<file path="config.mk">
export PLATFORM = sky130hd
export DESIGN_NAME = uart_rx_cfg
export DESIGN_NICKNAME = d
export VERILOG_FILES = /design/src/rtl/uart_rx_cfg_pkg.sv /design/src/rtl/uart_rx_cfg_sync_filter.sv /design/src/rtl/uart_rx_cfg.sv
export SDC_FILE = /design/constraint.sdc
export NUM_CORES = 1
export LEC_CHECK = 0
export BUFFER_PORTS_ARGS = -buffer_cell sky130_fd_sc_hd__buf_2
export CORE_UTILIZATION = 34
export CTS_BUF_LIST = sky130_fd_sc_hd__clkbuf_16
export CTS_CLUSTER_SIZE = 14
export DETAILED_ROUTE_END_ITERATION = 8
export HOLD_SLACK_MARGIN = 0.03
export PLACE_DENSITY = 0.52
export SLEW_MARGIN = 20
export SYNTH_ARGS = -nofsm -noshare
export SYNTH_HDL_FRONTEND = slang
export SYNTH_SLANG_ARGS = --single-unit
</file>
<file path="constraint.sdc">
create_clock -name i_clk -period 3 [get_ports i_clk]
set_input_delay 0.15 -clock i_clk [delete_from_list [all_inputs] [get_ports i_clk]]
set_output_delay 0.15 -clock i_clk [all_outputs]
set_load 0.02 [all_outputs]
</file>
<file path="src/rtl/uart_rx_cfg_pkg.sv">
// Shared types and helpers for the configurable UART receiver.
package uart_rx_cfg_pkg;

  // Number of line samples voted on around each bit centre.
  localparam int unsigned MajTaps = 3;

  typedef enum logic [1:0] {
    ParNone = 2'b00,
    ParEven = 2'b01,
    ParOdd  = 2'b10
  } parity_e;

  typedef enum logic [2:0] {
    StIdle,
    StStart,
    StData,
    StParity,
    StStop1,
    StStop2,
    StBrkWait
  } uart_rx_state_e;

  // Mode 2'b11 is treated as no parity.
  function automatic parity_e decode_parity(input logic [1:0] mode);
    case (mode)
      2'b01:   return ParEven;
      2'b10:   return ParOdd;
      default: return ParNone;
    endcase
  endfunction

  function automatic logic majority3(input logic [MajTaps-1:0] taps);
    return (taps[0] & taps[1]) | (taps[0] & taps[2]) | (taps[1] & taps[2]);
  endfunction

endpackage

</file>
<file path="src/rtl/uart_rx_cfg_sync_filter.sv">
// Line conditioning: metastability synchronizer followed by a 3-tap majority filter.
module uart_rx_cfg_sync_filter
  import uart_rx_cfg_pkg::*;
#(
  parameter int unsigned SyncStages = 2
) (
  input  logic i_clk,
  input  logic i_rst_n,
  input  logic i_rx,
  output logic o_sync,
  output logic o_fall,
  output logic o_vote
);

  logic [SyncStages-1:0] sync_q, sync_d;
  logic [MajTaps-1:0]    taps_q, taps_d;

  // Shift the raw pin through the synchronizer, then into the vote window.
  always_comb begin
    sync_d = {sync_q[SyncStages-2:0], i_rx};
    taps_d = {taps_q[MajTaps-2:0], sync_q[SyncStages-1]};
  end

  // Idle-high line: preset everything to 1 so reset never looks like a start edge.
  always_ff @(posedge i_clk) begin
    if (!i_rst_n) begin
      sync_q <= '1;
      taps_q <= '1;
    end else begin
      sync_q <= sync_d;
      taps_q <= taps_d;
    end
  end

  // taps_q[0] is the previous synced value, so this is a 1->0 edge of the synced line.
  always_comb begin
    o_sync = sync_q[SyncStages-1];
    o_fall = taps_q[0] & ~sync_q[SyncStages-1];
    o_vote = majority3(taps_q);
  end

endmodule

</file>
<file path="src/rtl/uart_rx_cfg.sv">
// Configurable UART receiver: runtime parity/stop config, majority sampling,
// valid/ready output with parity, framing, overrun and break reporting.
module uart_rx_cfg
  import uart_rx_cfg_pkg::*;
#(
  parameter int unsigned DataWidth  = 8,
  parameter int unsigned OverSample = 16,
  parameter int unsigned SyncStages = 2
) (
  input  logic                 i_clk,
  input  logic                 i_rst_n,
  input  logic                 i_rx,
  input  logic [1:0]           i_parity,
  input  logic                 i_stop2,
  input  logic                 i_err_clr,
  output logic [DataWidth-1:0] o_data,
  output logic                 o_valid,
  input  logic                 i_ready,
  output logic                 o_parity_err,
  output logic                 o_frame_err,
  output logic                 o_overrun,
  output logic                 o_break,
  output logic                 o_busy
);

  localparam int unsigned TickW = $clog2(OverSample);
  localparam int unsigned BitW  = $clog2(DataWidth);
  localparam logic [TickW-1:0] TickMid = TickW'(OverSample / 2);
  localparam logic [TickW-1:0] TickEnd = TickW'(OverSample - 1);
  localparam logic [BitW-1:0]  BitLast = BitW'(DataWidth - 1);

  logic rx_sync, rx_fall, rx_vote;

  uart_rx_cfg_sync_filter #(
    .SyncStages (SyncStages)
  ) u_sync_filter (
    .i_clk   (i_clk),
    .i_rst_n (i_rst_n),
    .i_rx    (i_rx),
    .o_sync  (rx_sync),
    .o_fall  (rx_fall),
    .o_vote  (rx_vote)
  );

  uart_rx_state_e       state_q, state_d;
  logic [TickW-1:0]     tick_q, tick_d;
  logic [BitW-1:0]      bit_q, bit_d;
  logic [DataWidth-1:0] shift_q, shift_d;
  parity_e              par_mode_q, par_mode_d;
  logic                 stop2_q, stop2_d;
  logic                 pbit_q, pbit_d;
  logic                 fperr_q, fperr_d;
  logic                 s1_q, s1_d;
  logic [DataWidth-1:0] data_q, data_d;
  logic                 valid_q, valid_d;
  logic                 perr_q, perr_d;
  logic                 ferr_q, ferr_d;
  logic                 overrun_q, overrun_d;
  logic                 break_q, break_d;
  logic                 eof, eof_ferr, sample_end;

  // Frame FSM: after the start-bit check, bit centres land on the tick wrap.
  always_comb begin
    state_d    = state_q;
    tick_d     = (tick_q == TickEnd) ? '0 : tick_q + 1'b1;
    bit_d      = bit_q;
    shift_d    = shift_q;
    par_mode_d = par_mode_q;
    stop2_d    = stop2_q;
    pbit_d     = pbit_q;
    fperr_d    = fperr_q;
    s1_d       = s1_q;
    break_d    = 1'b0;
    eof        = 1'b0;
    eof_ferr   = 1'b0;
    sample_end = (tick_q == TickEnd);
    unique case (state_q)
      StIdle: begin
        if (rx_fall) begin
          state_d    = StStart;
          par_mode_d = decode_parity(i_parity);
          stop2_d    = i_stop2;
        end
      end
      StStart: begin
        if (tick_q == TickMid) begin
          if (rx_vote) begin
            state_d = StIdle;
          end else begin
            state_d = StData;
            bit_d   = '0;
            pbit_d  = 1'b0;
            fperr_d = 1'b0;
          end
        end
      end
      StData: begin
        if (sample_end) begin
          shift_d = {rx_vote, shift_q[DataWidth-1:1]};
          if (bit_q == BitLast) begin
            state_d = (par_mode_q != ParNone) ? StParity : StStop1;
          end else begin
            bit_d = bit_q + 1'b1;
          end
        end
      end
      StParity: begin
        if (sample_end) begin
          pbit_d  = rx_vote;
          fperr_d = (^shift_q ^ rx_vote) != (par_mode_q == ParOdd);
          state_d = StStop1;
        end
      end
      StStop1: begin
        if (sample_end) begin
          s1_d = rx_vote;
          // pbit_q stays 0 when parity is off, so it drops out of the break test.
          if (shift_q == '0 && !pbit_q && !rx_vote) begin
            break_d = 1'b1;
            state_d = StBrkWait;
          end else if (stop2_q) begin
            state_d = StStop2;
          end else begin
            eof      = 1'b1;
            eof_ferr = ~rx_vote;
            state_d  = StIdle;
          end
        end
      end
      StStop2: begin
        if (sample_end) begin
          eof      = 1'b1;
          eof_ferr = ~s1_q | ~rx_vote;
          state_d  = StIdle;
        end
      end
      StBrkWait: begin
        if (rx_sync) begin
          state_d = StIdle;
        end
      end
      default: state_d = StIdle;
    endcase
    if (state_d != state_q) begin
      tick_d = '0;
    end
  end

  // Output holding register: load when empty or being drained, else flag overrun.
  always_comb begin
    data_d    = data_q;
    valid_d   = valid_q;
    perr_d    = perr_q;
    ferr_d    = ferr_q;
    overrun_d = overrun_q & ~i_err_clr;
    if (valid_q && i_ready) begin
      valid_d = 1'b0;
    end
    if (eof) begin
      if (!valid_q || i_ready) begin
        data_d  = shift_q;
        perr_d  = fperr_q;
        ferr_d  = eof_ferr;
        valid_d = 1'b1;
      end else begin
        overrun_d = 1'b1;
      end
    end
  end

  // State and output registers, synchronous active-low reset.
  always_ff @(posedge i_clk) begin
    if (!i_rst_n) begin
      state_q    <= StIdle;
      tick_q     <= '0;
      bit_q      <= '0;
      shift_q    <= '0;
      par_mode_q <= ParNone;
      stop2_q    <= 1'b0;
      pbit_q     <= 1'b0;
      fperr_q    <= 1'b0;
      s1_q       <= 1'b0;
      data_q     <= '0;
      valid_q    <= 1'b0;
      perr_q     <= 1'b0;
      ferr_q     <= 1'b0;
      overrun_q  <= 1'b0;
      break_q    <= 1'b0;
    end else begin
      state_q    <= state_d;
      tick_q     <= tick_d;
      bit_q      <= bit_d;
      shift_q    <= shift_d;
      par_mode_q <= par_mode_d;
      stop2_q    <= stop2_d;
      pbit_q     <= pbit_d;
      fperr_q    <= fperr_d;
      s1_q       <= s1_d;
      data_q     <= data_d;
      valid_q    <= valid_d;
      perr_q     <= perr_d;
      ferr_q     <= ferr_d;
      overrun_q  <= overrun_d;
      break_q    <= break_d;
    end
  end

  // Drive ports straight from state.
  always_comb begin
    o_data       = data_q;
    o_valid      = valid_q;
    o_parity_err = perr_q;
    o_frame_err  = ferr_q;
    o_overrun    = overrun_q;
    o_break      = break_q;
    o_busy       = (state_q != StIdle);
  end

endmodule

</file>
Yosys cells after proc, flatten, opt, wreduce, memory -nomap -nowiden
Cells that the tools add are included.
{"block": "totals", "reg_bits": 42, "input_bits": 8, "output_inout_bits": 14, "elab_cells": 115}
{"block": "op_classes", "n_addsub": 2, "n_eq_ne": 19, "n_mux": 41, "n_bitwise": 14, "n_reduce_logical": 22}
{"op": "2-to-1 mux 3 bit", "count": 15}
{"op": "one-hot mux 3 bit (7 select lines)", "count": 1}
{"op": "2-to-1 mux 1 bit", "count": 18}
{"op": "== test 3 bit, second input constant", "count": 4}
{"op": "inequality test 2 bit, second input constant", "count": 5}
{"op": "== test 4 bit, second input constant", "count": 2}
{"op": "zero test 8 bit", "count": 1}
{"op": "one-hot mux 1 bit (2 select lines)", "count": 4}
{"op": "AND reduction 2 bit", "count": 4}
{"op": "parity 8 bit", "count": 1}
{"op": "== test 3 x 2 -> 1 bit, second input constant", "count": 2}
{"op": "one-hot mux 3 bit (2 select lines)", "count": 1}
{"op": "nonzero test 2 bit", "count": 3}
{"op": "bitwise AND 1 bit", "count": 5}
{"op": "inverter 1 bit", "count": 5}
{"op": "AND reduction 5 bit", "count": 1}
{"op": "adder 4 x 1 -> 4 bit, second input constant", "count": 1}
{"op": "== test 2 bit, second input constant", "count": 2}
{"op": "one-hot mux 2 bit (2 select lines)", "count": 1}
{"op": "AND reduction 4 bit", "count": 1}
{"op": "adder 3 x 1 -> 3 bit, second input constant", "count": 1}
{"op": "== test 3 x 1 -> 1 bit, second input constant", "count": 1}
{"op": "logical AND 1 bit", "count": 3}
{"op": "zero test 1 bit", "count": 3}
{"op": "other kinds (11)", "count": 13}

Longest topological paths before layout
{"block": "logic_depth", "depth_word": 10, "depth_mapped": 8, "ltp_nobuf": 7}

By module
From an unflattened synthesis, not the netlist that was laid out.
{"block": "hier_totals", "cells_unflattened": 238, "hier_area_um2": 2065.7}
{"mod": "uart_rx_cfg", "n_inst": 1, "cells_per_inst": 226, "area_per_inst_um2": 1916.8, "seq_area_each_um2": 740.7}
{"mod": "uart_rx_cfg_sync_filter", "n_inst": 1, "cells_per_inst": 12, "area_per_inst_um2": 148.9, "seq_area_each_um2": 100.1}

Least setup slack after synthesis
Ideal clock, no wire load.
{"block": "synth_timing", "kind": "register to register", "start": "register tick_q[0]", "end": "register data_q[2] (netlist: o_data[2])", "setup_time_ns": 0.128, "arrival_ns": 1.785, "t_required_ns": 2.872, "slack_ns": 1.087, "stages_incl_launch_ff": 8, "n_path_buf": 1, "period_less_slack_ns": 1.913, "path_cell_list": "dfxtp_1 ha_1 nand3_4 or4_4 nor2_4 buf_6 mux2i_1 nor2_1"}
{"block": "synth_between", "elab_chain_cells": 4, "word_cells_on_any_way": 5, "classes_between": "eq/ne: 1; mux: 3; reduce/logical: 1"}
{"item": "start: declaration", "line_no": "uart_rx_cfg.sv:46", "rtl": "logic [TickW-1:0] tick_q, tick_d;"}
{"item": "start signal: assignment", "line_no": "uart_rx_cfg.sv:191", "rtl": "tick_q <= tick_d;"}
{"item": "== test 4 bit *", "line_no": "uart_rx_cfg.sv:76", "rtl": "sample_end = (tick_q == TickEnd);"}
{"item": "2-to-1 mux 1 bit (on tied branches)", "line_no": "uart_rx_cfg.sv:131, uart_rx_cfg.sv:115"}
{"item": "one-hot mux 1 bit (2 select lines) *", "line_no": "uart_rx_cfg.sv:77", "rtl": "unique case (state_q)"}
{"item": "AND reduction 2 bit (no source line) *"}
{"item": "end signal: assignment", "line_no": "uart_rx_cfg.sv:199", "rtl": "data_q <= data_d;"}
{"item": "end: declaration", "line_no": "uart_rx_cfg.sv:54", "rtl": "logic [DataWidth-1:0] data_q, data_d;"}
Every way passes the cells marked *; elsewhere a longest branch is shown, timed or not.
A chain may end at the register's enable or synchronous reset.

Worst setup path in the final report
{"block": "layout_timing", "start": "register tick_q[0]", "end": "register data_q[1] (netlist: o_data[1])"}
Same word-level chain as after synthesis.

==> run_results.csv <==
group,metric,value,unit
worst_hold_path,min_from,"i_rx",
synth,ys_seq_area_share,43.5,%
die,start_util,35.1,%
synth,yosysTopAreaCellShare,43.5,%
clock_network,cts_resized,0,
synth,synth_edf_count,0,
worst_setup_path,r2r_end,"o_data[1]",
die,rows,27,
clock_network,clk_latency,280,ps
clock_network,cts_tree,"built",
place,port_buffers,21,
detailed_routing,detail-route-antenna-nets,0,
synth,ys_ff_latch,42,
pwr,p_leak,0.858,nW
worst_hold_path,min_path_type,"primary input to register",
detailed_routing,avgRoutedWirePerCell,12.3,µm
clock_network,clockBufferDepth,2,
grt,grt_usage,13.9,%
detailed_routing,vias_per_cell,4.79,
worst_setup_path,rr_worst_depth,6,
pwr,pwr-share-comb,3.3,%
final_layout,num_antenna_cells,0,
sta,fmaxAchievable,0.464,GHz
synth,yosys-top-cells-area,"dfxtp_1 43%, ha_1 5.2%, mux2i_1 5.2%, nor2_1 5.0%, nand2_1 4.7%",
synth,syn_nets,236,
sta,setup_viol,0,
synth,ys_types,46,
die,io_pins,22,
grt,grt_start_max_net_pins,24,
die,coreArea,0.00551,mm²
place,pre_cts_ws,842,ps
synth,synth_largest_area_cell,"dfxtp_1",
worst_setup_path,crit_path_end_kind,"register",
clock_network,root_buffer,"clkbuf_16",
pwr,clkPwrFrac,49.2,%
clock_network,htreeDepth,2,
detailed_routing,drt_pre_antenna_iters,6,
final_layout,drive_gt1_share,14.1,%
job,max_cap_viol_count,0,
outcome,violations,"DRC",
worst_setup_path,cp.arrival,2290,ps
worst_setup_path,worstPathCellList,"ha_1 > nand3_4 > or4_4 > nor2_4 > mux2i_1 > nor2_1",
final_layout,layout_commonest_cell,"dfxtp_1",
sta,fin_crit,2150,ps
final_layout,final_cell_mix,"42 x dfxtp_1, 26 x nor2_1, 24 x nand2_1",
outcome,outcome,"finished with violations",
synth,synth_warnings,0,
worst_setup_path,crit_fanout,12,
final_layout,synthToLayoutAreaGrowth,16.6,%
grt,grt-ovfl-total,0,
pwr,p_total,0.00121,W
clock_network,postCtsSetupBuffers,0,
sta,slew_headroom,50.1,%
worst_setup_path,r2r_slack,850,ps
worst_hold_path,min_to,"u_sync_filter.sync_q[0]",
sta,rsz0062_at_grt,"false",
clock_network,cts_hold_buf,0,
pwr,vdd_ir_drop_max,273,µV
synth,synth_area_per_cell,8.79,µm²
synth,ys.flop_type,"dfxtp_1",
die,die_y,77.4,µm
clock_network,path_clk_slew,60,ps
worst_setup_path,worstReg2RegStart,"tick_q[0]",
worst_setup_path,setup.worst_path.start_class,"register",
die,dieArea,0.00599,mm²
grt,grt_antenna_before_repair,0,
worst_setup_path,worst_path_max_delay_cell,"or4_4",
sta,fin_skew,5.43,ps
synth,synthCells,220,
die,dieWidth,77.4,µm
detailed_routing,first_iter_violations,95,
worst_setup_path,required,3140,ps
clock_network,cts_made_buffers,5,
detailed_routing,drt_wl_total,3840,µm
worst_setup_path,crit_type,"register to register",
pwr,p_sw_share,19.8,%
worst_setup_path,crit_path_max_incr_delay,570,ps
place,hpwlAfterDp,2670,µm
synth,synthArstFlopShare,0,%
sta,finalSetupTns,0,ps
sta,worst_slew_pin_slew,748,ps
sta,hold_violations,0,
sta,worst_slack,847,ps
sta,drv_slew,0,
worst_hold_path,hold_depth,2,
pwr,seqPwrFrac,47.5,%
detailed_routing,drc,2,
final_layout,nNetsFinal,256,
pwr,p_int,0.000968,W
synth,synth_area,0.00193,mm²
sta,period_share,71.8,%
final_layout,design_area,0.00225,mm²
place,place_area,0.00209,mm²
grt,grt_pass1_vias,1365,
sta,hold_slack,45.1,ps
detailed_routing,vias,1499,
place,gp_congestion,0.769,
pwr,p_per_area,536,mW/mm²
clock_network,cts_sinks,42,
pwr,switchingPower,0.000240,W
grt,grt_pass1_wl,6470,µm
[metal layers]
layer,vias up,global-route usage (%),wire length (µm)
met1,667,19.8,2110
met5,-,0,0
met4,0,3.96,47
met2,34,19.7,1490
li1,794,-,-
met3,4,4.35,189
[synthesized netlist by cell type (2+ instances only)]
master	n
mux2i_1	10
nor3b_1	2
buf_2	3
o21ai_1	5
a21oi_1	15
or3b_1	2
xnor2_1	5
clkbuf_1	5
and3_1	2
a31oi_1	2
nor2b_1	6
or3_1	2
nor2_1	26
nand2_1	24
nand3b_1	2
ha_1	8
inv_1	13
nand2b_1	6
xor2_1	2
o21ai_0	2
nor3_1	5
dfxtp_1	42
a32o_1	2
nand3_1	7
[cell type report]
cell class / instances / area [µm²]
clock buffer: 5 / 125
tap: 72 / 90.1
fill: 566 / 3250
clock inverter: 3 / 37.5
sequential: 42 / 841
timing repair buffer: 22 / 113
multi-input combinational: 156 / 998
inverter: 13 / 48.8
[kinds of logic (layout without fill, tap and decap cells)]
kind of cell / after synthesis / after routing / share of synthesized area, %
xor gates and xnor gates: 7 / 7 / 3.17
muxes: 10 / 10 / 5.18
adders and majority gates: 9 / 9 / 5.70
and+or+nand+nor: 94 / 94 / 25.8
DFF: 42 / 42 / 43.5
AOI/OAI and AO/OA: 36 / 36 / 11.8
buffers and inverters: 22 / 43 / 4.85
[per-stage QoR]
stage	util, %	cells
global placement	38.0	305
finish	40.9	313
floorplan	-	220
detailed placement	38.0	305
CTS	40.9	313
global route	40.9	313
[flip-flops by register name, indices dropped and copies added (netlist names)]
register,count
s1_q,1
bit_q,3
u_sync_filter.taps_q,3
o_parity_err,1
u_sync_filter.sync_q,2
o_data,8
o_overrun,1
tick_q,4
o_break,1
par_mode_q,2
state_q,3
o_frame_err,1
shift_q,8
stop2_q,1
o_valid,1
fperr_q,1
pbit_q,1
[critical path, delay by kind of cell (launching register included)]
| kind | cells | cell delay (ps) |
|---|---|---|
| simple gates | 4 | 1120 |
| flops | 1 | 370 |
| fa+ha+maj | 1 | 280 |
| mux | 1 | 240 |
[power groups by stage]
stage,Combinational (W),Clock (W),Sequential (W)
2_1_floorplan,0.0000291,0,0.000583
3_3_place_gp,0.0000400,0,0.000586
3_5_place_dp,0.0000405,0,0.000586
4_1_cts,0.0000407,0.000609,0.000574
5_1_grt,0.0000457,0.000634,0.000575
6_report,0.0000396,0.000594,0.000574
[how the worst max path moves through the flow]
stage	cells after the start	slack, ps	endpoint	from
2_1_floorplan	7	1090	o_data[2]	tick_q[0]
4_1_cts	6	840	o_data[2]	tick_q[0]
5_1_grt	6	700	o_data[0]	tick_q[0]
3_5_place_dp	6	840	o_data[3]	tick_q[0]
3_3_place_gp	6	860	o_data[5]	tick_q[0]
6_report	6	850	o_data[1]	tick_q[0]
(Power assumes the default switching activity.)
